`src/rtl/amci_arbiter.sv`:
```
// rtl/amci_arbiter.sv - two-client round-robin arbiter in front of a single AXI master engine
// Holds one request per client and keeps exactly one engine transaction in flight.
module amci_arbiter #(
  parameter int AXI_DATA_WIDTH = 32,
  parameter int AXI_ADDR_WIDTH = 32
) (
  input  logic                      M_AXI_ACLK,
  input  logic                      M_AXI_ARESET,

  input  logic                      c0_start,
  input  logic                      c0_rw,
  input  logic [AXI_ADDR_WIDTH-1:0] c0_addr,
  input  logic [AXI_DATA_WIDTH-1:0] c0_wdata,
  output logic                      c0_busy,
  output logic                      c0_done,
  output logic [AXI_DATA_WIDTH-1:0] c0_rdata,
  output logic [1:0]                c0_resp,

  input  logic                      c1_start,
  input  logic                      c1_rw,
  input  logic [AXI_ADDR_WIDTH-1:0] c1_addr,
  input  logic [AXI_DATA_WIDTH-1:0] c1_wdata,
  output logic                      c1_busy,
  output logic                      c1_done,
  output logic [AXI_DATA_WIDTH-1:0] c1_rdata,
  output logic [1:0]                c1_resp,

  output logic [AXI_ADDR_WIDTH-1:0] amci_waddr,
  output logic [AXI_DATA_WIDTH-1:0] amci_wdata,
  output logic                      amci_write,
  output logic [AXI_ADDR_WIDTH-1:0] amci_raddr,
  output logic                      amci_read,
  input  logic                      amci_widle,
  input  logic                      amci_ridle,
  input  logic [1:0]                amci_wresp,
  input  logic [1:0]                amci_rresp,
  input  logic [AXI_DATA_WIDTH-1:0] amci_rdata
);

  typedef enum logic [1:0] {
    IDLE  = 2'd0,
    ISSUE = 2'd1,
    WAIT  = 2'd2
  } state_t;

  state_t state, state_nx;

  logic [1:0]                pend;
  logic [1:0]                req_rw;
  logic [AXI_ADDR_WIDTH-1:0] req_addr  [2];
  logic [AXI_DATA_WIDTH-1:0] req_wdata [2];

  logic       last_grant;
  logic       sel;
  logic       sel_rw;
  logic       grant_en;
  logic       grant_id;
  logic       finish;
  logic       eng_idle;
  logic [1:0] fin_resp;

  // busy is simply the pending flag: it clears on the same edge that raises done
  assign c0_busy  = pend[0];
  assign c1_busy  = pend[1];
  assign eng_idle = sel_rw ? amci_widle : amci_ridle;
  assign fin_resp = sel_rw ? amci_wresp : amci_rresp;

  always_ff @(posedge M_AXI_ACLK or posedge M_AXI_ARESET) begin
    if (M_AXI_ARESET) begin
      state <= IDLE;
    end else begin
      state <= state_nx;
    end
  end

  always_comb begin
    state_nx = state;
    grant_en = 1'b0;
    grant_id = last_grant;
    finish   = 1'b0;
    unique case (state)
      IDLE: begin
        if (|pend) begin
          grant_en = 1'b1;
          // on a tie the client not served last wins; otherwise the lone requester
          grant_id = (&pend) ? ~last_grant : pend[1];
          state_nx = ISSUE;
        end
      end
      ISSUE: begin
        state_nx = WAIT;
      end
      WAIT: begin
        if (eng_idle) begin
          finish   = 1'b1;
          state_nx = IDLE;
        end
      end
      default: begin
        state_nx = IDLE;
      end
    endcase
  end

  always_ff @(posedge M_AXI_ACLK or posedge M_AXI_ARESET) begin
    if (M_AXI_ARESET) begin
      pend         <= '0;
      req_rw       <= '0;
      req_addr[0]  <= '0;
      req_addr[1]  <= '0;
      req_wdata[0] <= '0;
      req_wdata[1] <= '0;
    end else begin
      if (c0_start && !pend[0]) begin
        pend[0]      <= 1'b1;
        req_rw[0]    <= c0_rw;
        req_addr[0]  <= c0_addr;
        req_wdata[0] <= c0_wdata;
      end
      if (c1_start && !pend[1]) begin
        pend[1]      <= 1'b1;
        req_rw[1]    <= c1_rw;
        req_addr[1]  <= c1_addr;
        req_wdata[1] <= c1_wdata;
      end
      // finish only fires for a pending client, so it never collides with a load above
      if (finish) begin
        pend[sel] <= 1'b0;
      end
    end
  end

  always_ff @(posedge M_AXI_ACLK or posedge M_AXI_ARESET) begin
    if (M_AXI_ARESET) begin
      amci_write <= 1'b0;
      amci_read  <= 1'b0;
      amci_waddr <= '0;
      amci_wdata <= '0;
      amci_raddr <= '0;
      last_grant <= 1'b1;
      sel        <= 1'b0;
      sel_rw     <= 1'b0;
    end else begin
      amci_write <= 1'b0;
      amci_read  <= 1'b0;
      if (grant_en) begin
        sel        <= grant_id;
        sel_rw     <= req_rw[grant_id];
        last_grant <= grant_id;
        if (req_rw[grant_id]) begin
          amci_write <= 1'b1;
          amci_waddr <= req_addr[grant_id];
          amci_wdata <= req_wdata[grant_id];
        end else begin
          amci_read  <= 1'b1;
          amci_raddr <= req_addr[grant_id];
        end
      end
    end
  end

  always_ff @(posedge M_AXI_ACLK or posedge M_AXI_ARESET) begin
    if (M_AXI_ARESET) begin
      c0_done  <= 1'b0;
      c1_done  <= 1'b0;
      c0_rdata <= '0;
      c1_rdata <= '0;
      c0_resp  <= '0;
      c1_resp  <= '0;
    end else begin
      c0_done <= 1'b0;
      c1_done <= 1'b0;
      if (finish) begin
        if (!sel) begin
          c0_done <= 1'b1;
          c0_resp <= fin_resp;
          if (!sel_rw) begin
            c0_rdata <= amci_rdata;
          end
        end else begin
          c1_done <= 1'b1;
          c1_resp <= fin_resp;
          if (!sel_rw) begin
            c1_rdata <= amci_rdata;
          end
        end
      end
    end
  end

endmodule

```
`config.mk`:
```
export PLATFORM = sky130hd
export DESIGN_NAME = amci_arbiter
export DESIGN_NICKNAME = d
export VERILOG_FILES = /design/src/rtl/amci_arbiter.sv
export SDC_FILE = /design/constraint.sdc
export NUM_CORES = 1
export LEC_CHECK = 0
export CAP_MARGIN = 20
export CORE_ASPECT_RATIO = 0.7
export CORE_MARGIN = 2
export CORE_UTILIZATION = 49
export DETAILED_ROUTE_END_ITERATION = 8
export PLACE_DENSITY = 0.79
export SYNTH_ARGS = -nofsm -noshare
export SYNTH_HDL_FRONTEND = slang
export SYNTH_SLANG_ARGS = --single-unit
export TNS_END_PERCENT = 10
```
`constraint.sdc`:
```
create_clock -name M_AXI_ACLK -period 11.1 [get_ports M_AXI_ACLK]
set_clock_uncertainty 0.2 [all_clocks]
set_input_delay 1.665 -clock M_AXI_ACLK [delete_from_list [all_inputs] [get_ports M_AXI_ACLK]]
set_output_delay 1.665 -clock M_AXI_ACLK [all_outputs]
set_load 0.02 [all_outputs]
```
==> results by group, run 1 <==
Final layout
  – Register area: roughly 7600 sq um
  – Post-layout util: between 60 and 70%
  – Final net count: 1,394
  – Cell Count, Final, Fillers Out: 1,578
  – Share of cells above drive strength 1: between 20% and 30%
  – Area grow syn2layout: 36.8%
  – Multi-input gate area: 4730 sq um
  – FILL cells: 1,843

STA
  – FMAX: 230 MHz
  – Final setup violation count: 0
  – Slew headroom: 23.2%
  – Final Worst Setup Slack: between 6 and 7 ns
  – Final min period: between 4 and 5 ns
  – RSZ-0062 raised after global routing: no
  – Least-Margin Pin Slew: between 1 and 1.5 ns
  – Pins Over Slew Limit: 0
  – Total negative slack: 0 ns
  – Hold Violations, Final: 0
  – Crit share post-route: between 30 and 40%

Place
  – IO Port Bufs: 341
  – GPL Wtd Cong: 0.770
  – Post-DP HPWL: 21,700 um
  – Placed cell count: roughly 1,500
  – Post-Place Worst Slack: around 6.4 ns

Floorplanning
  – Rows: 49
  – Die X-Extent: ~200 um
  – Core Box Area: between 20,000 and 30,000 sq um
  – Die H: roughly 140 um
  – Initial Util: 49.9%
  – Top Ports: 342
  – Die area: between 20,000 and 30,000 sq um

Yosys
  – Synth top area share: ~60%
  – Distinct cells, synth: 32
  – Seq/Total Area, Yosys: 59.6%
  – Yosys reg bits: approximately 310
  – Cell with the most instances after synthesis: dfrtp_1
  – Ys flop type: dfrtp_1
  – Number of synthesized flops with an enable pin: 0
  – Post-synth top area cell: dfrtp_1
  – Mapped Cells: 896
  – Syn Area/Cell: 14.3 sq um
  – Syn_nets: roughly 1,100
  – Share of flip-flops with an asynchronous set or reset: between 90% and 100%
  – Mapped Area: roughly 13,000 sq um
  – Largest cells by area after synthesis: dfrtp_1 (59%), mux2_2 (22%), mux2i_1 (4.2%)
  – Syn. warnings: 0
  – Synth top cells by count: dfrtp_1 (304), mux2_2 (245), inv_1 (57)

Routing
  – # DRC: 0
  – DRT iter0 DRCs: 380
  – WL final: roughly 33,000 um
  – DR vias: between 8,000 and 9,000
  – WL/cell: about 21 um
  – DR pass1 iterations: 4
  – Detail Route Antenna Nets: 0
  – Vias/cell: approximately 5.4

Clock tree
  – Reg clk slew, reported paths: 0.06 ns
  – Setup bufs post-CTS: 0
  – CTS root buffer: clkbuf_16
  – H-tree levels: 1
  – Post-cts repair resize count: 0
  – CTS Hold Bufs: 0
  – TritonCTS Buffers: 30
  – Clock Tree Buf Depth: 3
  – CTS tree: built
  – Clock sink count: 305
  – Clk Latency, worst-skew pair: 0.54 ns

Critical path
  – Max FO, Critical Path: 50
  – Cell Chain, Critical Path: clkdlybuf4s50_1
  – CP Launch Type: flop
  – Crit path kind: flop to output port
  – Cell family with most CP delay: flip-flops
  – Slowest stage delay, CP: between 1 and 1.5 ns
  – Worst EP arrival: 2.48 ns
  – Setup crit end kind: output port
  – Worst Path Required: between 9 and 10 ns
  – Crit path max-delay cell type: dfrtp_2
  – Buf+Inv Stages, Crit Path: 1

Global routing
  – Global-route wire length before repair: 50,800 um
  – Initial antenna violation count: 3
  – Total grt overflow: 0
  – All-Layer GR Usage: 23.6%
  – Largest net degree at the start of global routing: a little over 90
  – Vias in the first global route: between 8,000 and 9,000

Pwr
  – Peak supply drop: about 0.00018 V
  – LEAKAGE: around 7.6 nW
  – PwrDens: ~330 nW/um^2

Run
  – Max cap viols: 0

Outcome
  – Status: finished clean

Min path
  – HP Class: flop to flop
## registers in the layout, summed over array words and instances (netlist names)
| register | count |
|---|---|
| req_rw | 2 |
| state | 2 |
| amci_waddr | 32 |
| c1_done | 1 |
| amci_write | 1 |
| pend | 2 |
| sel | 1 |
| req_addr | 64 |
| amci_read | 1 |
| amci_wdata | 32 |
| sel_rw | 1 |
| c0_resp | 2 |
| c1_resp | 2 |
| c1_rdata | 32 |
| last_grant | 1 |
| c0_done | 1 |
| req_wdata | 64 |
| amci_raddr | 32 |
| c0_rdata | 32 |
## routing by layer
| metal | vias to the layer above | wire (um) | track usage [%] | part of all wire, % |
|---|---|---|---|---|
| met2 | 310 | 15000 | 36.3 | 46 |
| met5 | - | 0 | 0 | 0 |
| met3 | 58 | 2390 | 5.74 | 7.3 |
| met4 | 0 | 884 | 6.96 | 2.7 |
| li1 | 3869 | - | - | - |
| met1 | 4350 | 14600 | 33.3 | 44 |
## cell usage in the layout, fill, tap and decap left out, types with 2 or more instances in the layout
cell type        instances
a2bb2oi_1               42
buf_4                    9
bufinv_16                2
clkbuf_1                 8
clkbuf_16               31
clkbuf_8                 7
clkdlybuf4s50_1        341
clkinv_2                 5
dfrtp_1                303
diode_2                  2
inv_1                   56
inv_8                    2
mux2_2                 245
mux2_4                  18
mux2i_1                 54
nand2_1                  3
nand2b_1                 2
nand3_1                  2
nor2_1                  47
nor2b_1                  2
nor2b_4                  2
nor3b_1                  2
o21a_1                   3
o221ai_1                42
## kinds of logic (layout without fill, tap and decap cells)
kind of cell           after synthesis  count (layout)  share of synthesized area (%)
AOI/OAI and AO/OA                   94              94                           6.44
buffers and inverters              114             463                           3.76
DFF                                305             305                           59.6
muxes                              318             318                           27.9
other                                0               2                              0
and+or+nand+nor                     65              65                           2.28
## cell type report
class | instances | area share, %
tap | 331 | 2.36
clock buffer | 46 | 5.15
multi-input combinational | 477 | 27.0
sequential | 305 | 43.6
inverter | 57 | 1.26
clock inverter | 9 | 0.593
antenna | 2 | 0.0286
timing repair buffer | 351 | 20.0
## through the flow
step	total power, mW	hold WS (ns)	instance area [sq um]
finish	5.80	0.303	17500
CTS	5.85	0.306	17500
global route	6.12	0.317	17500
detailed placement	4.79	0.292	16500
floorplan	3.74	0.273	12800
global placement	4.70	0.284	16500
## power by group
part	switching, mW	internal [mW]
Clock	0.426	0.605
Combinational	1.25	1.45
Sequential	0.403	1.67
## final timing paths
| kind | startpoint | end | slack [ns] | depth (start not counted) |
|---|---|---|---|---|
| max in group asynchronous | M_AXI_ARESET | amci_wdata[30]$_DFFE_PP0P_ | 7.12 | 4 |
| min | c1_resp[0]$_DFFE_PP0P_ | c1_resp[0]$_DFFE_PP0P_ | 0.30 | 1 |
| min in group asynchronous | M_AXI_ARESET | amci_waddr[23]$_DFFE_PP0P_ | 1.40 | 2 |
| max reg2reg | last_grant$_DFFE_PP1P_ | amci_raddr[24]$_DFFE_PP0P_ | 7.23 | 4 |
| min reg2reg | c1_resp[0]$_DFFE_PP0P_ | c1_resp[0]$_DFFE_PP0P_ | 0.30 | 1 |
| max | pend[1]$_DFF_PP0_ | c1_busy | 6.75 | 1 |
Note: power is estimated with default switching activity, not from simulation.
==> inputs of run 2 (changes only) <==
==> constraint.sdc (replaced) <==
create_clock -name M_AXI_ACLK -period 4.15 [get_ports M_AXI_ACLK]
set_clock_uncertainty 0.2 [all_clocks]
set_input_delay 0.6225 -clock M_AXI_ACLK [delete_from_list [all_inputs] [get_ports M_AXI_ACLK]]
set_output_delay 0.6225 -clock M_AXI_ACLK [all_outputs]
set_load 0.02 [all_outputs]
==> results by group, run 2 (synthesized netlist as in run 1, its figures left out) <==
Global routing
  – Vias in the first global route: about 9,000
  – Initial antenna violation count: 4
  – Total grt overflow: 0
  – All-Layer GR Usage: between 20% and 30%
  – Largest net degree at the start of global routing: between 100 and 150
  – Global-route wire length before repair: around 52,000 um

Final layout
  – Share of cells above drive strength 1: between 20% and 30%
  – Post-layout util: ~70%
  – Area grow syn2layout: 38.2%
  – Final net count: ~1,400
  – Most common cell after layout, fill and taps aside: clkdlybuf4s50_1
  – Leading cell types in the layout, fill and taps excluded: clkdlybuf4s50_1 (341), dfrtp_1 (303), mux2_2 (245), inv_1 (56), mux2i_1 (54)
  – Cell Count, Final, Fillers Out: roughly 1,600
  – Biggest regs: req_addr: 64 flops, req_wdata: 64 flops

Floorplanning
  – Core Box Area: about 26,000 sq um
  – Die X-Extent: about 200 um
  – Initial Util: approximately 50%
  – Rows: 49
  – Top Ports: 342
  – Die area: 27,500 sq um
  – Die H: approximately 140 um

Routing
  – DR vias: ~8,600
  – WL/cell: 21.1 um
  – DRT iter0 DRCs: ~520
  – # DRC: 0
  – Vias/cell: roughly 5.4
  – Detail Route Antenna Nets: 0
  – WL final: ~33,000 um
  – DR pass1 iterations: 4

Clock tree
  – CTS tree: built
  – CTS root buffer: clkbuf_16
  – H-tree levels: 1
  – Post-cts repair resize count: 0
  – Clk Latency, worst-skew pair: about 0.56 ns
  – CTS Hold Bufs: 0
  – TritonCTS Buffers: 30
  – Clock Tree Buf Depth: 3
  – Setup bufs post-CTS: 0
  – Reg clk slew, reported paths: approximately 0.060 ns
  – Clock sink count: about 310

Critical path
  – Worst Path Required: around 4.4 ns
  – Max FO, Critical Path: 45
  – Crit path kind: flop to flop
  – Worst EP arrival: 3.51 ns
  – CP Launch Type: flop
  – Setup crit end kind: flop

Place
  – Post-DP HPWL: roughly 22,000 um
  – GPL Wtd Cong: 0.762
  – Placed cell count: 1,526
  – IO Port Bufs: about 340

STA
  – Crit share post-route: slightly below 80%
  – Final min period: 3.24 ns
  – FMAX: approximately 300 MHz
  – Pins Over Slew Limit: 0
  – RSZ-0062 raised after global routing: no
  – Hold Violations, Final: 0
  – Least-Margin Pin Slew: roughly 1.0 ns
  – Final setup violation count: 0
  – Hold slack: roughly 0.22 ns
  – Slew headroom: 33.1%

Pwr
  – PwrDens: between 800 and 900 nW/um^2
  – Peak supply drop: ~0.00050 V
  – Overall Power: 15.9 mW
  – LEAKAGE: between 7 and 8 nW

Min path
  – HP Class: primary input to asynchronous set/reset pin

Outcome
  – Status: finished clean

Run
  – Max cap viols: 0
## run 2: changes by cell type in the layout (fill, tap and decap cells not counted)
cell        previous run  this run
clkinvlp_4             1         4
bufinv_16              2         7
buf_16                 1         0
diode_2                2         1
inv_8                  2         1
clkinv_2               5         4
buf_4                  9        13
buf_12                 0         2
clkinv_4               0         1
clkbuf_1               8         2
## run 2: metal layers
| layer | share of wire [%] | vias to the layer above | wire (um) | track usage, % |
|---|---|---|---|---|
| li1 | - | 3864 | - | - |
| met1 | 45 | 4369 | 14900 | 34.3 |
| met2 | 46 | 254 | 15400 | 38.0 |
| met3 | 6.6 | 67 | 2210 | 6.47 |
| met4 | 2.3 | 6 | 771 | 5.66 |
| met5 | 0.12 | - | 41 | 0 |
## run 2: power by group
group,internal [mW],total [mW],switching (mW)
Clock,1.93,3.12,1.19
Sequential,4.46,5.44,0.982
Combinational,3.89,7.34,3.45
Total,10.3,15.9,5.63
## run 2: area by class of cell
| cell class | count | area [sq um] |
|---|---|---|
| multi-input cells | 477 | 4730 |
| diodes | 1 | 2.50 |
| inverters | 57 | 218 |
| clock buffers | 40 | 880 |
| flip-flops and latches | 305 | 7630 |
| clock inverters | 16 | 273 |
| fillers | 1797 | 7980 |
| well taps | 331 | 414 |
| repair buffers | 356 | 3550 |
## run 2: worst paths after layout
kind | depth (start not counted) | from | to | slack (ns)
max in group asynchronous | 3 | M_AXI_ARESET | amci_waddr[12]$_DFFE_PP0P_ | 2.46
min in group M_AXI_ACLK | 1 | amci_waddr[30]$_DFFE_PP0P_ | amci_waddr[30]$_DFFE_PP0P_ | 0.31
hold reg to reg | 1 | amci_waddr[30]$_DFFE_PP0P_ | amci_waddr[30]$_DFFE_PP0P_ | 0.31
setup / recovery | 5 | last_grant$_DFFE_PP1P_ | amci_raddr[6]$_DFFE_PP0P_ | 0.91
setup reg to reg | 5 | last_grant$_DFFE_PP1P_ | amci_raddr[6]$_DFFE_PP0P_ | 0.91
hold / removal | 2 | M_AXI_ARESET | c0_rdata[21]$_DFFE_PP0P_ | 0.22
## run 2: per-stage QoR
step,worst slack [ns],instance area (sq um),TNS [ns]
after CTS,0.851,17700,0
after global routing,0.746,17700,0
after floorplan,-0.729,12800,-221.52
final,0.914,17700,0
after global placement,0.967,16500,0
after detailed placement,0.897,16500,0
## run 2: worst max-delay path, stage by stage (launching register included)
cell and delay, ns:
dfstp_2 0.88, nand2_4 0.48, a32o_1 0.42, nand2_2 0.58
buf_4 0.34, mux2i_1 0.22
